--- src/rtl/instr_fetch_unit.sv ---
// Instruction fetch unit: issues imem reads at the current PC under a credit
// limit, tags in-flight reads with their PC, and queues returned words for decode.
module instr_fetch_unit #(
  parameter int DEPTH = 4
) (
  input  logic        clk,
  input  logic        reset,
  input  logic [31:0] pc,
  input  logic        flush,
  output logic        pc_write,
  output logic        imem_req,
  output logic [31:0] imem_addr,
  input  logic        imem_gnt,
  input  logic        imem_rvalid,
  input  logic [31:0] imem_rdata,
  output logic        id_valid,
  output logic [31:0] id_instr,
  output logic [31:0] id_pc,
  input  logic        id_ready
);

  localparam int AW = (DEPTH > 1) ? $clog2(DEPTH) : 1;
  localparam int CW = $clog2(DEPTH + 1);

  typedef struct packed {
    logic [31:0] pc;
    logic [31:0] instr;
  } fetch_ent_t;

  logic [CW-1:0] outstanding_q, outstanding_d;
  logic [CW-1:0] occupancy_q,   occupancy_d;
  logic [CW-1:0] discard_q,     discard_d;
  logic [AW-1:0] tag_wp_q, tag_wp_d, tag_rp_q, tag_rp_d;
  logic [AW-1:0] q_wp_q,   q_wp_d,   q_rp_q,   q_rp_d;
  logic [31:0]   tag_q [DEPTH];
  fetch_ent_t    ent_q [DEPTH];

  logic [CW:0] inuse;
  logic        credit, grant, resp, drop_rsp, keep, pop;

  // Credit counts reads in flight plus buffered words, so a returning read
  // always finds a free queue slot.
  assign inuse     = {1'b0, outstanding_q} + {1'b0, occupancy_q};
  assign credit    = inuse < (CW+1)'(DEPTH);
  assign imem_req  = reset & ~flush & credit;
  assign imem_addr = pc;
  assign grant     = imem_req & imem_gnt;
  assign pc_write  = reset & (flush | grant);

  assign id_valid  = (occupancy_q != '0);
  assign id_pc     = ent_q[q_rp_q].pc;
  assign id_instr  = ent_q[q_rp_q].instr;

  // A response with nothing outstanding is a protocol violation and is ignored.
  assign resp     = imem_rvalid & (outstanding_q != '0);
  assign drop_rsp = resp & (flush | (discard_q != '0));
  assign keep     = resp & ~drop_rsp;
  assign pop      = id_valid & id_ready & ~flush;

  always_comb begin
    outstanding_d = outstanding_q;
    unique case ({grant, resp})
      2'b10:   outstanding_d = outstanding_q + CW'(1);
      2'b01:   outstanding_d = outstanding_q - CW'(1);
      default: outstanding_d = outstanding_q;
    endcase

    occupancy_d = occupancy_q;
    if (flush) occupancy_d = '0;
    else begin
      unique case ({keep, pop})
        2'b10:   occupancy_d = occupancy_q + CW'(1);
        2'b01:   occupancy_d = occupancy_q - CW'(1);
        default: occupancy_d = occupancy_q;
      endcase
    end

    // No grant can coincide with flush, so the reads left in flight after the
    // edge are exactly the ones to throw away.
    discard_d = discard_q;
    if (flush) discard_d = resp ? outstanding_q - CW'(1) : outstanding_q;
    else if (resp && discard_q != '0) discard_d = discard_q - CW'(1);

    tag_wp_d = grant ? tag_wp_q + AW'(1) : tag_wp_q;
    tag_rp_d = resp  ? tag_rp_q + AW'(1) : tag_rp_q;
    q_wp_d   = keep  ? q_wp_q + AW'(1)   : q_wp_q;
    q_rp_d   = flush ? q_wp_q : (pop ? q_rp_q + AW'(1) : q_rp_q);
  end

  always_ff @(posedge clk) begin
    if (!reset) begin
      outstanding_q <= '0;
      occupancy_q   <= '0;
      discard_q     <= '0;
      tag_wp_q      <= '0;
      tag_rp_q      <= '0;
      q_wp_q        <= '0;
      q_rp_q        <= '0;
      for (int i = 0; i < DEPTH; i++) begin
        tag_q[i] <= '0;
        ent_q[i] <= '0;
      end
    end else begin
      outstanding_q <= outstanding_d;
      occupancy_q   <= occupancy_d;
      discard_q     <= discard_d;
      tag_wp_q      <= tag_wp_d;
      tag_rp_q      <= tag_rp_d;
      q_wp_q        <= q_wp_d;
      q_rp_q        <= q_rp_d;
      if (grant) tag_q[tag_wp_q] <= pc;
      if (keep)  ent_q[q_wp_q]   <= '{pc: tag_q[tag_rp_q], instr: imem_rdata};
    end
  end

endmodule

--- config.mk ---
export PLATFORM = sky130hd
export DESIGN_NAME = instr_fetch_unit
export DESIGN_NICKNAME = d
export VERILOG_FILES = /design/src/rtl/instr_fetch_unit.sv
export SDC_FILE = /design/constraint.sdc
export NUM_CORES = 1
export LEC_CHECK = 0
export ABC_AREA = 1
export CAP_MARGIN = 0
export CORE_MARGIN = 1.5
export CORE_UTILIZATION = 45
export DETAILED_ROUTE_END_ITERATION = 10
export HOLD_SLACK_MARGIN = 0.1
export PLACE_DENSITY = 0.65
export SYNTH_ARGS = -nofsm -noshare
export SYNTH_HDL_FRONTEND = slang
export SYNTH_SLANG_ARGS = --single-unit
--- constraint.sdc ---
create_clock -name clk -period 17 [get_ports clk]
set_input_delay 1.7 -clock clk [delete_from_list [all_inputs] [get_ports clk]]
set_output_delay 1.7 -clock clk [all_outputs]
set_load 0.02 [all_outputs]
Yosys cells after proc, flatten, opt, wreduce, memory -nomap -nowiden:

Memories as Yosys holds them, arrays and structs flattened. A register that Yosys moved wholly into a read port is not among the register bits.
Cells that the tools add are included.

* add/sub/neg operators: 10
* multiply operators: 0
* div/mod/pow operators: 0
* $lt $le $gt $ge: 1
* eq/ne operators: 4
* shifts and indexed selects: 0
* mux-type cells: 24
* bitwise gates (word level): 14
* reduce and logical (&&, ||, !) cells: 11

Operator list (count)
* 64-bit 2-to-1 mux: 1
* 64-bit OR reduction: 1
* 32-bit 2-to-1 mux: 1
* 32-bit OR reduction: 1
* 2-bit 2-to-1 mux: 8
* 3-bit one-hot mux with 2 select lines: 2
* 1-bit AND: 9
* 1-bit 2-to-1 mux: 9
* 3-bit 2-to-1 mux: 3
* 3-bit nonzero test: 3
* 3-bit by 1-bit subtractor with 3-bit output (second input constant): 3
* 2-bit by 1-bit adder with 2-bit output (second input constant): 4
* 2-bit nonzero test: 4
* 3-bit by 1-bit adder with 3-bit output (second input constant): 2
* 3-bit by 3-bit adder with 4-bit output: 1
* 2-bit by 1-bit equality test with 1-bit output (second input constant): 2
* 2-bit equality test (second input constant): 2
* 4-bit by 3-bit < comparator with 1-bit output (second input constant): 1
* 1-bit inverter: 3
* 1-bit OR: 2
* 2-bit OR reduction: 1
* 1-bit logical AND: 1

* bits in registers: 17
* bits in latches: 0
* bits in writable memories: 384
* bits in read-only memories: 0
* input bits: 70
* output and inout bits: 99
* logic and storage cells: 73
* memories kept: 2

Memory list
* ent_q: words 4, bits a word 64, read ports 1, clocked after memory_dff 1, write ports 4, line 36 `fetch_ent_t ent_q [DEPTH];`
* tag_q: words 4, bits a word 32, read ports 1, clocked after memory_dff 1, write ports 4, line 35 `logic [31:0] tag_q [DEPTH];`

Longest topological paths before layout:

* word-level depth: 10
* mapped depth: 15

Worst setup path after synthesis:

No wires, ideal clock.

* kind: input to register
* start: input port flush
* end: memory ent_q[3][0] (netlist bit), enable pin
* setup time: 0.581 ns
* data arrival time: 6.855 ns
* data required time: 16.419 ns
* setup slack: 9.564 ns
* stages on the path: 4
* cell sequence: buf_2 inv_2 nand2_1 o31ai_1

RTL lines
* start, declared: line 9 `input logic flush,`
* end, declared: line 36

Final worst setup path:

* start: input port reset
* end: output port pc_write

* word-level cells in the longest chain between the ends: 5

Ends and longest elaborated chain
* start, declared: line 7 `input logic reset,`
* 1-bit AND (2 in a row): line 45 `assign imem_req = reset & ~flush & credit;`
* 1-bit AND: line 47 `assign grant = imem_req & imem_gnt;`
* 1-bit OR: line 48 `assign pc_write = reset & (flush | grant);`
* 1-bit AND *: line 48
* end, declared: line 10 `output logic pc_write,`

Every way passes the cells marked *; elsewhere a longest branch is shown, timed or not.

==> flow_metrics.py <==
metrics = {
    "grt": {
        "grt_pass1_vias": 12200,
        "grt_max_degree": 106,
        "antenna_found_initial": 0,
        "grt_first_pass_wirelength_um": 66000,
        "track_usage": 0.205,
        "grt_overflow": 0,
    },
    "drt": {
        "via_per_inst": 5.31,
        "drt_iter0_markers": 911,
        "wirelength_um": 41600,
        "firstDrtPassIters": 5,
        "drcViolationCount": 0,
        "ant_nets": 0,
        "vias": 12400,
        "wl_per_cell_um": 17.9,
    },
    "sta": {
        "worst_pin_slew_ns": 1.15,
        "min_period_ns": 5.76,
        "slew_headroom": 0.233,
        "setup_viol": 0,
        "fin_worst_skew_ns": 0.00943,
        "grt_setup_unrepaired": "no",
        "hold_viol_final": 0,
        "fin_crit_sh": 0.339,
        "timing.setup.tns_ns": 0,
        "slew_viol_final": 0,
        "fmaxAchievable_mhz": 174,
    },
    "hold_path": {
        "hold_class": "flop to flop",
    },
    "finish": {
        "final_cells": 2329,
        "area_growth_pct": 17.6,
        "final_layout_size_suffix_gt1_frac": 0.0591,
        "nFillCells": 3408,
        "n_antenna_cell": 0,
        "layout.nets": 1858,
        "regArea_sq_um": 12000,
        "multiInputGateArea_sq_um": 4780,
    },
    "worst_setup_path": {
        "critPathRequiredTime_ns": 15.30,
        "cp.arrival_ns": 4.06,
        "startpoint_type": "input port",
        "cp_max_fo": 16,
        "cp_common_cell": "clkdlybuf4s50_1",
        "max_stage_delay_ns": 1.10,
        "critical_path_class": "input port to output port",
        "worstPathCellList": "clkdlybuf4s50_1 -> nand3b_2 -> nor2_4 -> nand2_2 -> a21oi_1 -> clkdlybuf4s50_1",
        "critPathCaptureType": "output port",
        "cp_slowest_cell": "clkdlybuf4s50_1",
    },
    "place": {
        "gp_congestion": 0.792,
        "place.detailed.hpwl_um": 22400,
        "dp_cells": 2251,
        "port_buffers": 168,
    },
    "synthesis": {
        "syn_area_sq_um": 17800,
        "synthDominantCellAreaShare": 0.648,
        "synth-async-reset-ratio": 0,
        "synth.area.top_cells": "edfxtp_1, nor2_1, nand2_1",
        "syn_area_per_cell_sq_um": 10.5,
        "yosys_warnings": 0,
        "synth-edff-count": 384,
        "synth_nets": 1774,
        "yosysTopAreaCell": "edfxtp_1",
        "syn_inst": 1694,
        "synth.yosys.seq_area_share": 0.672,
        "synthFlopType": "edfxtp_1",
        "synth_top_cells_by_count": "nor2_1, edfxtp_1, nand2_1, o21ai_0, nor3_1",
        "synth_cell_types": 28,
        "synth-seq-cells": 405,
        "yosysMostFrequentCell": "nor2_1",
    },
    "pwr": {
        "ir_worst_vdd_v": 0.0000663,
        "leakage_nw": 7.84,
        "p_per_area_nw_per_um2": 123,
        "power_w": 0.00258,
    },
    "floorplan": {
        "rows": 72,
        "initial_utilization": 0.458,
        "io_pins": 169,
        "die_h_um": 202,
        "coreArea_sq_um": 38800,
        "fp.dieW_um": 202,
        "die_area_sq_um": 40700,
    },
    "outcome": {
        "status": "finished clean",
    },
    "clock_tree": {
        "cts_tree": "done",
        "clock_sinks": 405,
        "cts-hold-fix-buffers": 0,
        "path_clk_slew_ns": 0.06,
        "clk_latency_ns": 0.54,
        "cts_setup_buffers": 0,
        "cts-root-buf": "clkbuf_16",
        "clockBufferDepth": 3,
        "cts_made_buffers": 43,
        "post_cts_resize_count": 0,
        "cts.htree.levels": 2,
    },
    "job": {
        "drv_cap": 0,
    },
}
## layout by cell type (no fill, tap or decap), types with 18 or more instances in the layout
| master | n |
|---|---|
| nor2_1 | 396 |
| edfxtp_1 | 384 |
| nand2_1 | 192 |
| clkdlybuf4s50_1 | 168 |
| o21ai_0 | 142 |
| nor3_1 | 128 |
| inv_1 | 88 |
| nand3_1 | 74 |
| o22ai_1 | 65 |
| clkbuf_16 | 43 |
| buf_4 | 19 |
| a21oi_1 | 18 |
| dfxtp_1 | 18 |
## cell type report
cell class,count,area share
clock buffers,52,0.0535
clock inverters,26,0.0114
inverters,94,0.0170
multi-input cells,1047,0.228
flip-flops and latches,405,0.572
well taps,518,0.0310
repair buffers,187,0.0872
## per-stage QoR
step / util / area [sq um] / setup WS [ns] / hold WS, ns
detailed placement: 0.504 / 19600 / 11.24 / 0.481
global route: 0.539 / 20900 / 11.08 / 0.515
finish: 0.539 / 20900 / 11.24 / 0.486
CTS: 0.539 / 20900 / 11.24 / 0.495
floorplan: - / 17800 / 9.56 / 0.444
global placement: 0.504 / 19600 / 11.25 / 0.456
## critical path: cells and delay by family
family,cells,cell delay (ns)
buffers and inverters,2,1.73
AND/OR/NAND/NOR,3,0.48
AO/OA/AOI/OAI,1,0.14
## final timing paths
kind / start / end / slack [ns] / cells after the start
max: reset / pc_write / 11.24 / 6
min: tag_rp_q[0]$_SDFFE_PN0P_ / flop / 0.49 / 1
max reg2reg: outstanding_q[0]$_SDFFE_PN0P_ / ent_q[2][10]$_SDFFCE_PN0P_ / 13.46 / 11
min reg2reg: tag_rp_q[0]$_SDFFE_PN0P_ / flop / 0.49 / 1
## state kept, by name, indices dropped and copies added (netlist names), named ones only
signal and flops:
ent_q 256, outstanding_q 3, tag_q 128, q_rp_q 2
discard_q 3, occupancy_q 3, tag_rp_q 2, q_wp_q 2
tag_wp_q 2
## metal layers
metal | track usage | vias up | part of all wire
met5 | 0 | - | 0
met4 | 0.0592 | 0 | 0.022
met3 | 0.0256 | 62 | 0.060
met2 | 0.342 | 424 | 0.48
met1 | 0.281 | 5896 | 0.44
li1 | - | 5976 | -
## kinds of logic (layout without fill, tap and decap cells)
group                    count (synthesis)  count (layout)  share of synthesized area
AND/OR/NAND/NOR                        803             803                      0.186
flip-flops                             405             405                      0.672
buffers and inverters                  242             359                     0.0626
AO/OA/AOI/OAI                          230             230                     0.0696
adder cells (fa/ha/maj)                 10              10                    0.00746
XOR/XNOR                                 4               4                    0.00197
## power breakdown
part | switching, W | internal, W
logic | 0.000339 | 0.000150
registers | 0.0000244 | 0.00116
clock network | 0.000377 | 0.000531
(Power assumes the default switching activity.)
